**config.mk**
```make
export PLATFORM = sky130hd
export DESIGN_NAME = panda_risc_v_test_monitor
export DESIGN_NICKNAME = d
export VERILOG_FILES = /design/src/rtl/panda_risc_v_test_monitor.sv
export SDC_FILE = /design/constraint.sdc
export NUM_CORES = 1
export LEC_CHECK = 0
export ABC_AREA = 1
export CORE_ASPECT_RATIO = 0.5
export CORE_MARGIN = 1.5
export CORE_UTILIZATION = 58
export DETAILED_ROUTE_END_ITERATION = 10
export PLACE_DENSITY = 0.87
export SYNTH_ARGS = -nofsm -noshare
export SYNTH_HDL_FRONTEND = slang
export SYNTH_SLANG_ARGS = --single-unit
```
**constraint.sdc**
```tcl
create_clock -name clk -period 13.8 [get_ports clk]
set_clock_uncertainty 0.05 [all_clocks]
set_input_delay 1.38 -clock clk [delete_from_list [all_inputs] [get_ports clk]]
set_output_delay 1.38 -clock clk [all_outputs]
set_load 0.01 [all_outputs]
```
**src/rtl/panda_risc_v_test_monitor.sv**
```systemverilog
// Pass/fail monitor for panda_risc_v self-checking test programs.
// Snoops GPR writes (and optionally tohost stores) and reports sticky status.
module panda_risc_v_test_monitor #(
    parameter int unsigned DONE_REG_ID      = 26,
    parameter int unsigned RESULT_REG_ID    = 27,
    parameter int unsigned TESTNUM_REG_ID   = 3,
    parameter int unsigned SETTLE_CYCLES    = 10,
    parameter int unsigned TIMEOUT_CYCLES   = 1000000,
    parameter string       EN_TOHOST        = "false",
    parameter logic [31:0] TOHOST_ADDR      = 32'h0000_1000,
    parameter int unsigned simulation_delay = 1
) (
    input  logic        clk,
    input  logic        rst,
    input  logic        en,
    input  logic        reg_wen,
    input  logic [4:0]  reg_waddr,
    input  logic [31:0] reg_wdata,
    input  logic        dbus_wen,
    input  logic [31:0] dbus_addr,
    input  logic [31:0] dbus_wdata,
    output logic        test_done,
    output logic        test_pass,
    output logic        test_fail,
    output logic        test_timeout,
    output logic [31:0] fail_testnum,
    output logic [31:0] cycle_cnt,
    output logic [1:0]  mon_state
);

    localparam logic [4:0]  DONE_ID    = 5'(DONE_REG_ID);
    localparam logic [4:0]  RES_ID     = 5'(RESULT_REG_ID);
    localparam logic [4:0]  TN_ID      = 5'(TESTNUM_REG_ID);
    localparam logic [31:0] SETTLE_LIM = 32'(SETTLE_CYCLES);
    localparam logic [31:0] TO_LIM     = 32'(TIMEOUT_CYCLES) - 32'd1;
    localparam bit          WD_ON      = (TIMEOUT_CYCLES != 0);
    localparam bit          TH_ON      = (EN_TOHOST == "true");

    typedef enum logic [1:0] {
        IDLE   = 2'd0,
        RUN    = 2'd1,
        SETTLE = 2'd2,
        DONE   = 2'd3
    } state_t;

    state_t      state_q, state_d;
    logic [31:0] cyc_q, cyc_d;
    logic [31:0] settle_q, settle_d;
    logic [31:0] res_q, res_d;
    logic [31:0] tn_q, tn_d;
    logic [31:0] ftn_q, ftn_d;
    logic        th_q, th_d;
    logic        done_q, done_d;
    logic        pass_q, pass_d;
    logic        fail_q, fail_d;
    logic        to_q, to_d;

    logic        wr_res, wr_tn, ev_reg, ev_th, wd_hit;
    logic [31:0] cyc_inc;

    always_comb begin
        wr_res  = reg_wen && (reg_waddr != 5'd0) && (reg_waddr == RES_ID);
        wr_tn   = reg_wen && (reg_waddr != 5'd0) && (reg_waddr == TN_ID);
        ev_reg  = reg_wen && (reg_waddr == DONE_ID) && (reg_wdata == 32'd1);
        ev_th   = TH_ON && dbus_wen && (dbus_addr == TOHOST_ADDR)
                  && (dbus_wdata != 32'd0);
        wd_hit  = WD_ON && (cyc_q == TO_LIM);
        cyc_inc = (cyc_q == 32'hFFFF_FFFF) ? cyc_q : cyc_q + 32'd1;

        state_d  = state_q;
        cyc_d    = cyc_q;
        settle_d = settle_q;
        res_d    = res_q;
        tn_d     = tn_q;
        ftn_d    = ftn_q;
        th_d     = th_q;
        done_d   = done_q;
        pass_d   = pass_q;
        fail_d   = fail_q;
        to_d     = to_q;

        if (!en || state_q == IDLE) begin
            state_d  = en ? RUN : IDLE;
            cyc_d    = '0;
            settle_d = '0;
            res_d    = '0;
            tn_d     = '0;
            ftn_d    = '0;
            th_d     = 1'b0;
            done_d   = 1'b0;
            pass_d   = 1'b0;
            fail_d   = 1'b0;
            to_d     = 1'b0;
        end else begin
            unique case (state_q)
                RUN: begin
                    if (wr_res) res_d = reg_wdata;
                    if (wr_tn)  tn_d  = reg_wdata;
                    cyc_d = cyc_inc;
                    // tohost outranks the done register on the same edge
                    if (ev_th) begin
                        res_d = {31'd0, dbus_wdata == 32'd1};
                        tn_d  = dbus_wdata >> 1;
                        th_d  = 1'b1;
                    end
                    if (ev_th || ev_reg) begin
                        state_d  = SETTLE;
                        settle_d = '0;
                    end else if (wd_hit) begin
                        state_d = DONE;
                        cyc_d   = cyc_q;
                        done_d  = 1'b1;
                        fail_d  = 1'b1;
                        to_d    = 1'b1;
                        pass_d  = 1'b0;
                        ftn_d   = tn_q;
                    end
                end
                SETTLE: begin
                    if (!th_q && wr_res) res_d = reg_wdata;
                    if (!th_q && wr_tn)  tn_d  = reg_wdata;
                    cyc_d = cyc_inc;
                    if (settle_q == SETTLE_LIM) begin
                        state_d = DONE;
                        done_d  = 1'b1;
                        pass_d  = (res_q == 32'd1);
                        fail_d  = (res_q != 32'd1);
                        ftn_d   = (res_q != 32'd1) ? tn_q : 32'd0;
                    end else if (wd_hit) begin
                        state_d = DONE;
                        cyc_d   = cyc_q;
                        done_d  = 1'b1;
                        fail_d  = 1'b1;
                        to_d    = 1'b1;
                        pass_d  = 1'b0;
                        ftn_d   = tn_q;
                    end else begin
                        settle_d = settle_q + 32'd1;
                    end
                end
                default: ;
            endcase
        end
    end

    always_ff @(posedge clk or posedge rst) begin
        if (rst) begin
            state_q  <= IDLE;
            cyc_q    <= '0;
            settle_q <= '0;
            res_q    <= '0;
            tn_q     <= '0;
            ftn_q    <= '0;
            th_q     <= 1'b0;
            done_q   <= 1'b0;
            pass_q   <= 1'b0;
            fail_q   <= 1'b0;
            to_q     <= 1'b0;
        end else begin
            state_q  <= state_d;
            cyc_q    <= cyc_d;
            settle_q <= settle_d;
            res_q    <= res_d;
            tn_q     <= tn_d;
            ftn_q    <= ftn_d;
            th_q     <= th_d;
            done_q   <= done_d;
            pass_q   <= pass_d;
            fail_q   <= fail_d;
            to_q     <= to_d;
        end
    end

    assign test_done    = done_q;
    assign test_pass    = pass_q;
    assign test_fail    = fail_q;
    assign test_timeout = to_q;
    assign fail_testnum = ftn_q;
    assign cycle_cnt    = cyc_q;
    assign mon_state    = state_q;

endmodule

```
* Yosys cells after proc, flatten, opt, wreduce, memory -nomap -nowiden
Index checks and enable logic that the tools add are counted.
Word-level totals: logic and storage cells 96, output and inout port bits 70, input port bits 106, register bits 166
Cells by class: multiplexer cells 49, equality and inequality tests 19, add/sub/neg operators 2, reduce and logical (&&, ||, !) cells 16
Operator list (count):
- 32-bit 2-to-1 mux | 20
- 32-bit one-hot mux with 2 select lines | 3
- 32-bit by 1-bit adder with 32-bit output (second input constant) | 2
- 32-bit by 1-bit == test with 1-bit output (second input constant) | 2
- 32-bit by 20-bit == test with 1-bit output (second input constant) | 1
- 32-bit == test (second input constant) | 1
- 32-bit by 4-bit == test with 1-bit output (second input constant) | 1
- 32-bit by 1-bit != test with 1-bit output (second input constant) | 1
- 3-bit != test (second input constant) | 8
- 1-bit 2-to-1 mux | 17
- 5-bit == test (second input constant) | 2
- 3-bit AND reduction | 3
- 2-bit 2-to-1 mux | 4
- 1-bit one-hot mux with 2 select lines | 4
- 5-bit by 2-bit == test with 1-bit output (second input constant) | 1
- 1-bit logical AND | 5
- 5-bit nonzero test | 1
- 2-bit one-hot mux with 2 select lines | 1
- 4-bit AND reduction | 1
- 3-bit nonzero test | 1
- 2-bit by 1-bit == test with 1-bit output (second input constant) | 1
- 2-bit == test (second input constant) | 1
- 2-bit zero test | 1
- 2-bit AND reduction | 1
- 3 further kinds | 3

* Logic depth before layout (Yosys ltp)
Gate-level depths: netlist of run 1.
word-level depth 6, mapped depth 13, gate-level depth less buffers 13

* Worst setup path after synthesis of run 1
No wires, ideal clock.
path kind input to register, from in reg_wdata[25], to reg settle_q[20], arrival time 2490 ps, data required time 13624 ps, path slack 11134 ps, library setup time 126 ps, stages on the path 11, cell sequence inv_1 nand2_1 nor2_1 nand2_1 nor2_1 nand3b_1 nand3_2 nand4_4 buf_6 nand2_1 o21ai_0
On the way: word-level cells in the longest chain between the ends 4
RTL lines:
- start, declared | line 18 | input logic [31:0] reg_wdata,
- 32-bit by 1-bit == test with 1-bit output | line 64 | ev_reg = reg_wen && (reg_waddr == DONE_ID) && (reg_wdata == 32'd1);
- 1-bit logical AND | line 64
- 3-bit != test (no line)
- 4-bit AND reduction (no line)
- end signal, assigned | line 162 | settle_q <= settle_d;
- end, declared | line 48 | logic [31:0] settle_q, settle_d;
Every way passes these cells. A chain may end at the register's enable or synchronous reset.

* Worst setup path after layout of run 1
from in reg_wdata[23], to reg ftn_q[29], in the netlist fail_testnum[29]
On the way: word-level cells in the longest chain between the ends 4
RTL lines:
- 32-bit by 1-bit == test with 1-bit output | line 64
- 1-bit logical AND | line 64
- 3-bit != test (no line)
- 2-bit AND reduction (no line)
- end signal, assigned | line 165 | ftn_q <= ftn_d;
- end, declared | line 51 | logic [31:0] ftn_q, ftn_d;
Every way passes these cells.

==> results of run 1 <==
## where the power goes
| group | total, mW | switching (mW) | internal, mW |
|---|---|---|---|
| combinational | 0.0661 | 0.0444 | 0.0217 |
| clock | 0.507 | 0.213 | 0.294 |
| sequential | 0.497 | 0.00345 | 0.494 |
## layout by cell type (no fill, tap or decap), types with 5 or more instances in the layout
master / synthesis / layout
nand2_1: 478 / 478
nor2_1: 264 / 263
dfrtp_1: 166 / 166
inv_1: 123 / 122
clkdlybuf4s50_1: 0 / 110
nand3_1: 87 / 87
o21ai_0: 57 / 57
nand4_1: 41 / 41
nor3_1: 33 / 32
o21ai_1: 29 / 28
xor2_1: 28 / 28
clkbuf_16: 0 / 17
a21oi_1: 15 / 15
nand3b_1: 14 / 14
buf_4: 3 / 10
inv_2: 7 / 7
or2_2: 6 / 6
nor4_1: 6 / 6
nor2_2: 4 / 5
xnor2_1: 5 / 5
inv_6: 0 / 5
## logic make-up after synthesis
group	after synthesis
AOI/OAI and AO/OA	109
xor gates and xnor gates	33
adders and majority gates	3
buffers and inverters	190
DFF	166
and+or+nand+nor	942
## routing by layer
layer	wire length (microns)	GRT usage [%]
met5	0	0
met4	399	8.47
met3	2890	6.87
met2	12300	50.7
met1	12200	44.7
## final cells by class
class                   count  area, sq um
inverters                 131          497
flip-flops and latches    166         4150
repair buffers            120         1180
well taps                 227          284
clock inverters            12          164
clock buffers              20          447
fillers                  1363         4850
multi-input cells        1087         4860
## flip-flops by register name, indices dropped and copies added (netlist names)
name and cells:
cycle_cnt 32, mon_state 2, res_q 32, test_fail 1, fail_testnum 32, tn_q 32, test_timeout 1, test_pass 1
test_done 1, settle_q 32
## worst min-delay path by stage
stage	slack, ns	cells past startpoint	to	start
floorplan	0.39	2	res_q[11]$_DFFE_PP0P_	res_q[11]$_DFFE_PP0P_
global placement	0.40	2	res_q[13]$_DFFE_PP0P_	res_q[13]$_DFFE_PP0P_
detailed placement	0.41	2	res_q[5]$_DFFE_PP0P_	res_q[5]$_DFFE_PP0P_
CTS	0.43	2	res_q[17]$_DFFE_PP0P_	res_q[17]$_DFFE_PP0P_
global route	0.45	2	res_q[25]$_DFFE_PP0P_	res_q[25]$_DFFE_PP0P_
finish	0.43	2	res_q[17]$_DFFE_PP0P_	res_q[17]$_DFFE_PP0P_
## critical path, stage by stage
cell and delay, ns:
clkdlybuf4s50_1 0.47, nor2_1 0.13, nand3_1 0.08, nor2_1 0.19
nand2_1 0.08, nor2_1 0.14, nand2_1 0.07, nand2_1 0.06
nand2_1 0.67, nand2_1 0.31, inv_2 0.27, nor2_1 0.20
nor2_1 0.06
==> run metrics, run 1 <==
Pwr Total approximately 1.1 mW; clk root buf clkbuf_16; CP Data Arrival Time just over 4 ns; largest cells by area after synthesis dfrtp_1 42%, nand2_1 18%, nor2_1 10%, inv_1 4.7%, nand3_1 4.4%; die area 0.0177 sq mm; WL per Instance 15.7 microns; top-area cell type share of the netlist area 42.4%; max-cap violation count 0; Initial Util slightly below 60%; Post-synth EDFFs 0; sequential share of the synthesized area approximately 42%; DR vias ~10000; final WL 27700 microns; Synth Instances approximately 1400; XOR/XNOR Fraction of Synth Area roughly 3.0%; count of different cell masters after synthesis 33; n_diodes 0; vias in the first global route roughly 9000; FF-to-FF path depth 7; first drt pass iteration count 5; Setup Buffers After CTS 0; Pwr per Cell Area between 90 and 100 mW/mm^2; multiplexer share of the synthesized area 0%; Detailed Route Iter0 Violations around 1000; hold slack 0.428 ns; Nets ~1600; LEAKAGE around 5.3 nW; status finished, final reports clean; clk sinks 166; Critical Path Fanout Max 35; Worst Setup SP reg_wdata[23]; Synth Area in Simple Gates approximately two fifths; # DRC 0; HP Class reg2reg; DP HPWL between 15000 and 20000 microns; final instance area around 0.012 sq mm; Clock Pin Slew Worst Setup and Hold Paths 0.07 ns; Die Width 187 microns; number of antenna-violating nets in the routed design 0; Critical Path RT around 14 ns; Final Setup Violations 0; max-slew violations 0; GRT overflow 0; CP endpoint fail_testnum[29]$_DFFE_PP0P_; final setup margin approximately 10 ns; antenna violations before repair 0; DP Worst Slack approximately 9.6 ns; layout cells sized above 1 under 10%; synth warn 0; largest family of logic cells by synthesized area simple AND/OR/NAND/NOR gates; hold_buf cts 0; R2R Path End settle_q[15]$_DFFE_PP0P_; post-layout util between 70% and 80%; synthesized area a little under 0.01 sq mm; Clock Path Buffers 2; Adder-Cell Fraction of Synth Area 0.383%; RSZ-0062 raised after global routing false; setup_tns 0 ns; # resized after CTS 0; RR Startpoint mon_state[0]$_DFFE_PP0P_; r2r setup slk 10.14 ns; Startpoint Class primary input; synthesized area per cell approximately 6.8 sq um; Setup CP Type in2reg; CTS tree yes; Synth Area in Compound Gates 5.80%; Setup crit end kind register; Fin. Hold Viols 0; worst skew pair latency around 0.43 ns; top-count cell post-synth nand2_1; Final Non-Filler Cells between 1500 and 2000; vias per cell 5.56; IO Pins ~180; port bufs 110; maximum vdd drop 0.000101 V; H-tree depth 4; area of placed instances roughly 0.011 sq mm; Slew headroom 20.3%; fin crit share 27.8%; die height approximately 95 microns; dpl cells between 1500 and 2000; measured slew at the worst slew-check pin roughly 1.2 ns; first-pass GRT wire length ~44000 microns; leading area contributor after synthesis dfrtp_1; FF+latch count, synth approximately 170; Tmin final ~3.8 ns; synth cell count leaders 478 x nand2_1, 264 x nor2_1, 166 x dfrtp_1; ys async rst share 100%; P&R area growth vs syn 18.3%; Core Region about 0.016 sq mm; GRT Total Usage 31.9%; GP Congestion between 0.9 and 1; fmax between 200 and 300 MHz; Net Count, Synth 1552; dominant synthesized flop cell dfrtp_1; # rows 33; total CTS buffers 17; largest net degree at the start of global routing 88
Power figures use the tool's default switching activity.
==> run 2, diff against run 1 <==
- CORE_UTILIZATION: 58 -> 48
- PLACE_DENSITY: 0.87 -> 0.77
- clock period: 13.8 -> 3.3 ns (I/O delays scaled with it)
==> run 2 against run 1 <==
Against the previous run:
- sequential cell count stayed put
- final cell count is 2.9% higher
- via count is 2.3% lower
- non-clock buffer count is 12 higher
- count of clock-buffer cells in the layout is 2 lower
- critical endpoint is now settle_q[20]$_DFFE_PP0P_
- highest routed layer unchanged
==> run metrics, run 2 (synthesis results as in run 1) <==
status finished, final reports clean; Clock Path Buffers 2 (unchanged); WL per Instance 15.0 microns (-4.7%); Final Setup Violations 0 (unchanged); FF-to-FF path depth 7 (unchanged); clk root buf clkbuf_16; die height 104 microns (+9.6%); worst skew pair latency 0.44 ns (about the same); # resized after CTS 0 (unchanged); DP HPWL 19900 microns (+4.9%); Startpoint Class register; GP Congestion 0.944 (+2.0%); Slew headroom 51.5% (+31 points); most common cell after layout, fill and taps aside nand2_1; total CTS buffers 17 (unchanged); max-cap violation count 0 (unchanged); final WL 27200 microns (-2.0%); first-pass GRT wire length 45100 microns (+1.6%); Core Region 0.0197 sq mm (+20%); Setup crit end kind register; fmax between 300 and 400 MHz; # rows 36 (+9.1%); HP Class in2async; Setup Buffers After CTS 0 (unchanged); antenna violations before repair 0 (unchanged); LEAKAGE 5.36 nW (+0.71%); H-tree depth 4 (unchanged); RSZ-0062 raised after global routing false; n_diodes 0 (unchanged); vias in the first global route 8826 (+0.22%); # DRC 0 (unchanged); Pwr per Cell Area 370 mW/mm^2 (+300%); P&R area growth vs syn 19.5%; die area 0.0213 sq mm (+20%); DP Worst Slack 0.591 ns (-8.99 ns); number of antenna-violating nets in the routed design 0 (unchanged); layout cells sized above 1 5.56% (+0.87 points); largest net degree at the start of global routing 63 (-28%); clk sinks 166 (unchanged); CP Data Arrival Time 2.84 ns (-1.27 ns); CTS tree yes; Clock Pin Slew Worst Setup and Hold Paths 0.07 ns (about the same); Critical Path RT 3.60 ns (-10.47 ns); first drt pass iteration count 5 (unchanged); Fin. Hold Viols 0 (unchanged); DR vias 9572 (-2.3%); setup_tns 0 ns (unchanged); GRT overflow 0 (unchanged); fin crit share 77.1%; measured slew at the worst slew-check pin 0.725 ns (-0.468 ns); final setup margin 0.756 ns (-9.20 ns); IO Pins 176 (unchanged); GRT Total Usage 26.6% (-5.3 points); Detailed Route Iter0 Violations 919 (-7.0%); Tmin final approximately 2.5 ns; Setup CP Type reg2reg; max-slew violations 0 (unchanged); vias per cell 5.28 (-5.1%); port bufs 110 (unchanged); Die Width 205 microns (+9.8%); Critical Path Fanout Max 44 (+26%); Initial Util 49.6% (-10 points); maximum vdd drop 0.000389 V (+290%); commonest non-fill, non-tap cells in the layout 478 x nand2_1, 263 x nor2_1, 166 x dfrtp_1; hold_buf cts 0 (unchanged); Nets 1644 (+0.74%); r2r setup slk 0.76 ns (-9.38 ns)
==> run 2: changes by cell type in the layout (fill, tap and decap cells not counted) <==
cell,previous run,this run
inv_6,5,2
clkinv_8,0,1
clkbuf_1,2,0
buf_4,10,21
bufinv_16,3,0
clkinv_4,2,4
clkinvlp_4,0,2
clkinv_2,2,1
buf_12,0,1
inv_8,1,5
==> run 2: layer usage <==
layer | share of wire (%) | up-vias | global-route usage, %
met4 | 1.4 | 0 | 8.24
met2 | 44 | 313 | 39.9
li1 | - | 4732 | -
met5 | 0 | - | 0
met1 | 48 | 4496 | 39.9
met3 | 6.4 | 31 | 3.35
==> run 2: layout make-up <==
| class | count | area, sq um |
|---|---|---|
| multi-input cells | 1087 | 4860 |
| flip-flops and latches | 166 | 4150 |
| well taps | 266 | 333 |
| clock inverters | 14 | 138 |
| fillers | 1860 | 8030 |
| inverters | 131 | 495 |
| clock buffers | 18 | 439 |
| repair buffers | 132 | 1280 |
==> run 2: worst paths after layout <==
path / to / startpoint
setup / recovery: settle_q[20]$_DFFE_PP0P_ / mon_state[0]$_DFFE_PP0P_
hold / removal: tn_q[26]$_DFFE_PP0P_ / rst
setup reg to reg: settle_q[20]$_DFFE_PP0P_ / mon_state[0]$_DFFE_PP0P_
hold reg to reg: res_q[15]$_DFFE_PP0P_ / res_q[15]$_DFFE_PP0P_
max in group asynchronous: cycle_cnt[6]$_DFFE_PP0P_ / rst
min in group clk: res_q[15]$_DFFE_PP0P_ / res_q[15]$_DFFE_PP0P_
==> run 2: worst max-delay path, stage by stage (launching register included) <==
cell and delay [ns]:
dfrtp_1 0.40, inv_1 0.13, nand2_1 0.44, clkinv_1 0.13, buf_4 0.25, nand3_1 0.18, nand4_4 0.50, o21ai_0 0.34
==> run 2: power breakdown <==
group	internal, mW	switching, mW
sequential	2.06	0.0134
clock	1.02	0.951
combinational	0.0979	0.184
total	3.18	1.15
==> run 2: stage by stage <==
step | utilization [%] | power (mW) | instance area [sq um] | hold WS [ns] | cells
6_report | 59.3 | 4.33 | 11700 | 0.303 | 1814
5_1_grt | 59.3 | 4.47 | 11700 | 0.361 | 1814
4_1_cts | 59.3 | 4.36 | 11700 | 0.324 | 1814
3_5_place_dp | 56.4 | 2.40 | 11100 | 0.409 | 1782
3_3_place_gp | 56.4 | 2.39 | 11100 | 0.404 | 1782
2_1_floorplan | - | 2.28 | 9790 | 0.393 | 1443
==> run 3, diff against run 2 <==
- clock period: 3.3 -> 2.22 ns (I/O delays scaled with it)
==> run 3 against run 2 <==
Against the previous run:
- final cell count rose by 2.5%
- clock power rose by 43%
- non-clock buffer count rose by 45
- sequential share of layout area fell by 1.3 points
- power rose by 47%
- maximum frequency rose by 25%
- utilization rose by 2.3 points
- global-route usage rose by 0.66 points
- register-to-register slack got worse by 0.56 ns
- worst setup slack got worse by 0.56 ns
- via count rose by 2.5%
- critical path type unchanged
- largest cell class unchanged
==> run metrics, run 3 (synthesis results as in run 1) <==
status finished, final reports clean; total CTS buffers 17 (unchanged); first-pass GRT wire length 46300 microns (+2.6%); hold_buf cts 0 (unchanged); vias per cell 5.28 (about the same); Final Setup Violations 0 (unchanged); Die Width 205 microns (unchanged); number of antenna-violating nets in the routed design 0 (unchanged); Critical Path Fanout Max 33 (-25%); LEAKAGE 5.60 nW (+4.4%); Setup CP Type reg2reg; largest net degree at the start of global routing 67 (+6.3%); worst skew pair latency 0.44 ns (about the same); IO Pins 176 (unchanged); vias in the first global route 9048 (+2.5%); Worst path most repeated cell nor2_1; Startpoint Class register; H-tree depth 4 (unchanged); n_diodes 0 (unchanged); CP Data Arrival Time 2.35 ns (-0.49 ns); measured slew at the worst slew-check pin 0.645 ns (-0.0806 ns); Fin. Hold Viols 0 (unchanged); critical-path cell list ha_1, nand3_2, nor2_2, inv_2, nor2_1, nand4_1, nand2_1, nand2_1, inv_6, nor2_1, nor2_1; Clock Pin Slew Worst Setup and Hold Paths 0.07 ns (about the same); cell family with most CP delay simple AND/OR/NAND/NOR gates; GRT Total Usage 27.3% (+0.66 points); CTS tree yes; first drt pass iteration count 5 (unchanged); Clock Path Buffers 2 (unchanged); commonest non-fill, non-tap cells in the layout 478 x nand2_1, 258 x nor2_1, 164 x dfrtp_1; GRT overflow 0 (unchanged); fmax 493 MHz (+25%); Setup Buffers After CTS 0 (unchanged); HP Class in2async; P&R area growth vs syn 24.1%; Critical Path RT 2.54 ns (-1.06 ns); die area 0.0213 sq mm (unchanged); Core Region 0.0197 sq mm (unchanged); # DRC 0 (unchanged); final setup margin 0.191 ns (-0.564 ns); DP Worst Slack -0.0410 ns (-0.633 ns); maximum vdd drop 0.000581 V (+49%); DR vias 9812 (+2.5%); post-layout util 61.6% (+2.3 points); RSZ-0062 raised after global routing false; die height 104 microns (unchanged); slowest cell delay on critical path 0.35 ns (-0.15 ns); Detailed Route Iter0 Violations 943 (+2.6%); Pwr per Cell Area 523 mW/mm^2 (+41%); CP Buf/Inv Count 2 (-1); Initial Util 49.6% (unchanged); # rows 36 (unchanged); port bufs 110 (unchanged); max-slew violations 0 (unchanged); antenna violations before repair 0 (unchanged); GP Congestion 0.927 (-1.8%); Nets 1689 (+2.7%); WL per Instance 15.1 microns (+0.62%); final WL 28100 microns (+3.1%); DP HPWL 20700 microns (+3.8%); area of placed instances 0.0116 sq mm (+3.9%); fin crit share 91.4% (+14 points); hold slack 0.116 ns (-0.186 ns); layout cells sized above 1 8.60% (+3.0 points); Setup crit end kind register; clk root buf clkbuf_16; max-cap violation count 0 (unchanged); most common cell after layout, fill and taps aside nand2_1; final instance area 0.0121 sq mm (+3.8%); clk sinks 166 (unchanged); Slew headroom 56.7% (+5.1 points); Tmin final 2.03 ns (-0.516 ns); slowest cell on the critical path dfrtp_1
==> run 3: repair_timing <==
item                                    CTS  global route
cloned                                    0             0
gates resized for setup                   1            10
endpoints found under the setup margin   21            38
==> run 3: worst paths after layout <==
kind	to	cells past startpoint	startpoint	slack, ns
max in group asynchronous	tn_q[3]$_DFFE_PP0P_	3	rst	1.24
setup / recovery	fail_testnum[17]$_DFFE_PP0P_	11	cycle_cnt[1]$_DFFE_PP0P_	0.19
hold reg to reg	res_q[30]$_DFFE_PP0P_	2	res_q[30]$_DFFE_PP0P_	0.42
hold / removal	res_q[31]$_DFFE_PP0P_	2	rst	0.12
setup reg to reg	fail_testnum[17]$_DFFE_PP0P_	11	cycle_cnt[1]$_DFFE_PP0P_	0.19
min in group clk	res_q[7]$_DFFE_PP0P_	3	reg_wdata[7]	0.39
==> run 3: per-stage QoR <==
step                setup TNS, ns  instances  power (mW)
floorplan                  -27.35       1443        3.38
global placement                0       1827        3.58
detailed placement         -0.312       1827        3.59
CTS                             0       1859        6.40
global route                    0       1859        6.59
finish                          0       1859        6.35
==> run 3: layer usage <==
| layer | track usage (%) | up-vias | wire length, microns |
|---|---|---|---|
| li1 | - | 4834 | - |
| met1 | 41.1 | 4587 | 13200 |
| met2 | 40.4 | 353 | 12300 |
| met3 | 4.48 | 38 | 2090 |
| met4 | 7.09 | 0 | 430 |
| met5 | 0 | - | 0 |
==> run 3: final cells by class <==
| cell class | count | area [sq um] |
|---|---|---|
| Fill cell | 1790 | 7580 |
| Multi-Input combinational cell | 1087 | 4890 |
| Sequential cell | 166 | 4160 |
| Timing Repair Buffer | 177 | 1720 |
| Inverter | 131 | 500 |
| Clock buffer | 21 | 460 |
| Tap cell | 266 | 333 |
| Clock inverter | 11 | 91.3 |
==> run 3: report_power, final <==
| group | internal (mW) | leakage, nW | switching, mW |
|---|---|---|---|
| Combinational | 0.169 | 3.04 | 0.281 |
| Clock | 1.51 | 0.263 | 1.30 |
| Sequential | 3.07 | 2.29 | 0.0193 |
==> run 3: worst register-to-register path, stage by stage, from the launching register on <==
cell	delay (ns)
dfrtp_1	0.35
ha_1	0.25
nand3_2	0.12
nor2_2	0.19
inv_2	0.07
nor2_1	0.12
nand4_1	0.12
nand2_1	0.15
nand2_1	0.12
inv_6	0.22
nor2_1	0.10
nor2_1	0.10
